## src/rtl/lsu_mem_port.sv

```systemverilog
// Load/store unit bus port: one outstanding access, stalls the pipeline
// until the bus completes, aligns/extends load data, aborts on timeout.
//
// Ports:
//   clk, rst            clock, synchronous active-high reset
//   ex_mem_read/_write  EX-stage load/store request (both set = load)
//   ex_mem_data_mask    size 00 byte, 01 half, 10 word, 11 illegal
//   ex_funct3           bit 2 selects zero-extended load
//   ex_addr, ex_wdata   effective byte address, store data
//   bus_req/we/addr/be/wdata  request side of the memory bus
//   bus_gnt, bus_rvalid, bus_rdata  bus responses
//   lsu_stall           freeze IF/ID/EX registers
//   lsu_rdata(_valid)   aligned load result and its one-cycle pulse
//   lsu_misaligned      misaligned/illegal access (combinational, IDLE)
//   lsu_bus_err         timeout abort pulse
module lsu_mem_port #(
    parameter int TIMEOUT = 64
) (
    input  logic        clk,
    input  logic        rst,
    input  logic        ex_mem_read,
    input  logic        ex_mem_write,
    input  logic [1:0]  ex_mem_data_mask,
    input  logic [2:0]  ex_funct3,
    input  logic [31:0] ex_addr,
    input  logic [31:0] ex_wdata,
    output logic        bus_req,
    output logic        bus_we,
    output logic [31:0] bus_addr,
    output logic [3:0]  bus_be,
    output logic [31:0] bus_wdata,
    input  logic        bus_gnt,
    input  logic        bus_rvalid,
    input  logic [31:0] bus_rdata,
    output logic        lsu_stall,
    output logic [31:0] lsu_rdata,
    output logic        lsu_rdata_valid,
    output logic        lsu_misaligned,
    output logic        lsu_bus_err
);

    typedef enum logic [1:0] {
        S_IDLE = 2'd0,
        S_REQ  = 2'd1,
        S_WAIT = 2'd2,
        S_DONE = 2'd3
    } state_t;

    state_t      r_state;
    state_t      w_next;
    logic [7:0]  r_cnt;
    logic [31:0] r_addr;
    logic        r_we;
    logic [3:0]  r_be;
    logic [31:0] r_wdata;
    logic [1:0]  r_size;
    logic        r_uns;
    logic [31:0] r_rdata;
    logic        r_err;

    logic        w_op;
    logic        w_mis;
    logic        w_go;
    logic        w_we;
    logic [3:0]  w_be;
    logic [31:0] w_wdata;
    logic        w_tmo;
    logic        w_abort;
    logic [31:0] w_sh;
    logic [31:0] w_ext;
    logic        w_unused;

    assign w_unused = &{1'b0, ex_funct3[1:0]};

    assign w_op  = ex_mem_read | ex_mem_write;
    assign w_we  = ex_mem_write & ~ex_mem_read;
    assign w_mis = ((ex_mem_data_mask == 2'b01) & ex_addr[0])
                 | ((ex_mem_data_mask == 2'b10) & (ex_addr[1:0] != 2'b00))
                 |  (ex_mem_data_mask == 2'b11);
    assign w_go  = (r_state == S_IDLE) & w_op & ~w_mis;

    always_comb begin
        w_be    = 4'b1111;
        w_wdata = ex_wdata;
        case (ex_mem_data_mask)
            2'b00: begin
                w_be    = 4'b0001 << ex_addr[1:0];
                w_wdata = {4{ex_wdata[7:0]}};
            end
            2'b01: begin
                w_be    = 4'b0011 << ex_addr[1:0];
                w_wdata = {2{ex_wdata[15:0]}};
            end
            default: begin
                w_be    = 4'b1111;
                w_wdata = ex_wdata;
            end
        endcase
    end

    // Last allowed cycle in REQ+WAIT; a completing gnt/rvalid still wins.
    assign w_tmo   = (r_cnt == 8'(TIMEOUT - 1));
    assign w_abort = w_tmo
                   & (((r_state == S_REQ) & ~bus_gnt)
                   |  ((r_state == S_WAIT) & ~bus_rvalid));

    assign w_sh = bus_rdata >> {r_addr[1:0], 3'b000};

    always_comb begin
        w_ext = w_sh;
        case (r_size)
            2'b00:   w_ext = {{24{~r_uns & w_sh[7]}}, w_sh[7:0]};
            2'b01:   w_ext = {{16{~r_uns & w_sh[15]}}, w_sh[15:0]};
            default: w_ext = w_sh;
        endcase
    end

    always_comb begin
        w_next = r_state;
        case (r_state)
            S_IDLE: begin
                if (w_go) w_next = S_REQ;
            end
            S_REQ: begin
                if (bus_gnt)    w_next = r_we ? S_DONE : S_WAIT;
                else if (w_tmo) w_next = S_DONE;
            end
            S_WAIT: begin
                if (bus_rvalid || w_tmo) w_next = S_DONE;
            end
            default: w_next = S_IDLE;
        endcase
    end

    always_ff @(posedge clk) begin
        if (rst) begin
            r_state <= S_IDLE;
            r_cnt   <= 8'd0;
            r_addr  <= 32'd0;
            r_we    <= 1'b0;
            r_be    <= 4'd0;
            r_wdata <= 32'd0;
            r_size  <= 2'd0;
            r_uns   <= 1'b0;
            r_rdata <= 32'd0;
            r_err   <= 1'b0;
        end else begin
            r_state <= w_next;
            if (w_go) begin
                r_cnt   <= 8'd0;
                r_addr  <= ex_addr;
                r_we    <= w_we;
                r_be    <= w_be;
                r_wdata <= w_wdata;
                r_size  <= ex_mem_data_mask;
                r_uns   <= ex_funct3[2];
                r_err   <= 1'b0;
            end
            if ((r_state == S_REQ) || (r_state == S_WAIT)) begin
                r_cnt <= r_cnt + 8'd1;
            end
            if ((r_state == S_WAIT) && bus_rvalid) begin
                r_rdata <= w_ext;
            end
            if (w_abort) begin
                r_err   <= 1'b1;
                r_rdata <= 32'd0;
            end
        end
    end

    // Bus fields are only presented while requesting so the bus sees
    // zeros whenever the port is idle.
    assign bus_req   = (r_state == S_REQ);
    assign bus_we    = bus_req & r_we;
    assign bus_addr  = bus_req ? {r_addr[31:2], 2'b00} : 32'd0;
    assign bus_be    = bus_req ? r_be : 4'd0;
    assign bus_wdata = bus_req ? r_wdata : 32'd0;

    assign lsu_stall = w_go
                     | (r_state == S_REQ)
                     | (r_state == S_WAIT);
    assign lsu_misaligned  = (r_state == S_IDLE) & w_op & w_mis;
    assign lsu_rdata       = r_rdata;
    assign lsu_rdata_valid = (r_state == S_DONE) & ~r_we & ~r_err;
    assign lsu_bus_err     = (r_state == S_DONE) & r_err;

endmodule

```

## config.mk

```make
export PLATFORM = sky130hd
export DESIGN_NAME = lsu_mem_port
export DESIGN_NICKNAME = d
export VERILOG_FILES = /design/src/rtl/lsu_mem_port.sv
export SDC_FILE = /design/constraint.sdc
export NUM_CORES = 1
export LEC_CHECK = 0
export BUFFER_PORTS_ARGS = -buffer_cell sky130_fd_sc_hd__clkbuf_2
export CORE_UTILIZATION = 45
export DETAILED_ROUTE_END_ITERATION = 16
export HOLD_SLACK_MARGIN = 0.06
export PLACE_DENSITY = 0.78
export SYNTH_ARGS = -nofsm -noshare
export SYNTH_HDL_FRONTEND = slang
export SYNTH_SLANG_ARGS = --single-unit
```

## constraint.sdc

```tcl
create_clock -name clk -period 2.95 [get_ports clk]
set_clock_uncertainty 0.1 [all_clocks]
set_input_delay 0.59 -clock clk [delete_from_list [all_inputs] [get_ports clk]]
set_output_delay 0.59 -clock clk [all_outputs]
set_load 0.03 [all_outputs]
```

==> results.tsv <==
metric	value	unit
maxCapViolCount	0	
layout_commonest_cell	clkbuf_2	
antenna_found_initial	0	
worstSetupPathType	reg -> out	
initial_core_util	46.56	%
drive_above_1_share	30.47	%
synth_area_per_cell	8.185	um^2
ant_nets	0	
die_x	113.9	um
clock-sinks	115	
post_cts_buffers	0	
synth_cell_types	44	
cts_inserted_buffers	17	
hp-class	in -> reg	
place_ws	577.1	ps
numPlacedInstances	1023	
route.met2.wl	7.284	mm
holdWs	294.1	ps
hold_violations	0	
syn_area	5639	um^2
via_per_inst	5.177	
grt_util_all_layers	23.95	%
setup-tns-final	0	ps
finalSetupViolations	0	
endpoint_kind	output port	
vias	5457	
hold_depth	3	
reg2reg_depth	6	
slew-limit-headroom	55.96	%
final_cell_mix	clkbuf_2, nand2_1, dfxtp_1, and2_1, a21oi_1	
top_layer	met4	
post-route-period-util	91.81	%
worstMarginPinSlew	660.7	ps
crit_arrival	2020	ps
rrSetupSlack	770	ps
drt_first_pass_iters	4	
drc_errors	0	
clkTransAtPathRegs	50	ps
power	5.908	mW
fin_ws	241.5	ps
clock_latency	420	ps
grt_pass1_vias	4969	
syn_to_final_growth	31.13	%
routabilityCongestion	0.8351	
grt_pass1_wl	24.43	mm
final_cells	1054	
syn_inst	689	
seq_area_frac_synth	40.83	%
synth-seq-cells	115	
yosys_warnings	0	
slew_viol_final	0	
die_h	113.9	um
die_area	12980	um^2
period_needed	2709	ps
rsz0062_at_grt	no	
clock_path_buffers	2	
cts_hold_buf	0	
r2r_start	r_state[1]	
wl_per_cell	14.43	um
finalWirelength	15.21	mm
r2r_end	lsu_rdata[14]	
crit_fanout	30	
nNetsFinal	986	
cts_resized	0	
dpl.hpwl	10.45	mm
gr-total-overflow	0	
hold_start	ex_addr[5]	
antennaDiodeCount	0	
cts_root_buf	clkbuf_16	
routedLengthMet1	6.613	mm
drtIter0Drc	424	
grt_start_max_net_pins	89	
hold_end	r_addr[5]	
cts_tree	built	
num_rows	40	
io-pin-count	213	
worstPathRequired	2260	ps
io_buffers	208	
core	12110	um^2
p_leak	3.235	nW
start_kind	flip-flop	
htreeDepth	4	
max_freq	369.2	MHz
powerDensity	799.0	nW/um^2
status	finished clean	
wl_met3	941	um
vdd_drop_max	0.4373	mV
==> metrics by stage <==
| stage | area (um^2) | util (%) |
|---|---|---|
| after floorplan | 5643 | - |
| after CTS | 7395 | 61.05 |
| after detailed placement | 6769 | 55.89 |
| after global routing | 7395 | 61.05 |
| final | 7395 | 61.05 |
| after global placement | 6769 | 55.89 |
==> worst max path at each step <==
stage | start | end | cells past startpoint
6_report | r_state[1] | bus_wdata[5] | 5
5_1_grt | r_state[1] | bus_wdata[9] | 5
4_1_cts | r_state[1] | bus_wdata[5] | 5
3_5_place_dp | ex_addr[0] | lsu_stall | 5
3_3_place_gp | ex_addr[0] | lsu_stall | 5
2_1_floorplan | ex_mem_write | lsu_stall | 5
==> synth_stat cells <==
cell type  instances  area share, %
dfxtp_1          115             41
a2bb2oi_2          1           0.27
o21ai_0            9           0.80
xnor2_1            2           0.31
mux2_1             1           0.20
nor3b_1            1           0.13
inv_1              4           0.27
buf_4              4           0.53
and2_1            78            8.7
conb_1             1          0.066
a21oi_1           77            6.8
mux2_2             7            1.4
buf_1              1          0.066
a21boi_0           1           0.13
or3_1              1           0.11
nor2b_1            6           0.67
nand4_1            1           0.11
o21a_1             3           0.40
a311oi_1          10            1.6
buf_2             18            1.6
o211ai_1          16            2.1
nand2_1          136            9.1
nor3_1            17            1.5
o2bb2ai_1          7            1.1
xor2_1             2           0.31
and3_1             2           0.22
nand2_2            1           0.11
nand3_1            3           0.27
buf_6              2           0.40
or2_2              4           0.44
nor2_1            42            2.8
o21ai_2            1           0.16
nand2b_1           7           0.78
o2111ai_1          1           0.16
ha_1               5            1.1
o211ai_4           1           0.38
clkbuf_1          32            2.1
nand3b_1           6           0.80
mux4_2             1           0.40
a21o_1             1           0.13
mux2i_1           33            5.9
o221a_1           17            3.4
a211oi_1          10            1.3
a22oi_1            1           0.13
==> cell type report <==
| type | instances | area (um^2) |
|---|---|---|
| repair buffers | 222 | 1171 |
| multi-input cells | 514 | 3070 |
| clock inverters | 10 | 155.1 |
| clock buffers | 21 | 470.5 |
| inverters | 4 | 15.01 |
| fillers | 1080 | 4717 |
| flip-flops and latches | 115 | 2302 |
| well taps | 168 | 210.2 |
==> where the power goes <==
group          total, mW  switching [mW]  internal [mW]
Sequential          1.95           0.138           1.81
Combinational       1.78            1.16          0.625
Clock               2.17           0.706           1.47
==> metal layers <==
layer / track usage [%] / vias up
met5: 0 / -
met4: 10.22 / 0
met3: 7.917 / 30
met2: 38.67 / 185
li1: - / 2741
met1: 29.17 / 2501
==> worst max-delay path: stages (launching register included) <==
cell and delay, ps:
dfxtp_1 330, inv_1 80, ha_2 540, buf_4 280, and2_1 150, clkbuf_2 210
==> cell families after synthesis <==
group	synth area share, %
XOR/XNOR	0.6214
other	0.06650
buffers and inverters	4.992
AND/OR/NAND/NOR	25.65
AO/OA/AOI/OAI	18.88
flip-flops	40.83
adder cells (fa/ha/maj)	1.109
multiplexers	7.855
==> sequential cells by signal, summed over array words and instances, names as in the netlist <==
name and count:
lsu_rdata 32, r_addr 32, r_be 4, r_cnt 8, r_err 1, r_size 2
r_state 2, r_uns 1, r_wdata 32, r_we 1
Power figures use the tool's default switching activity.
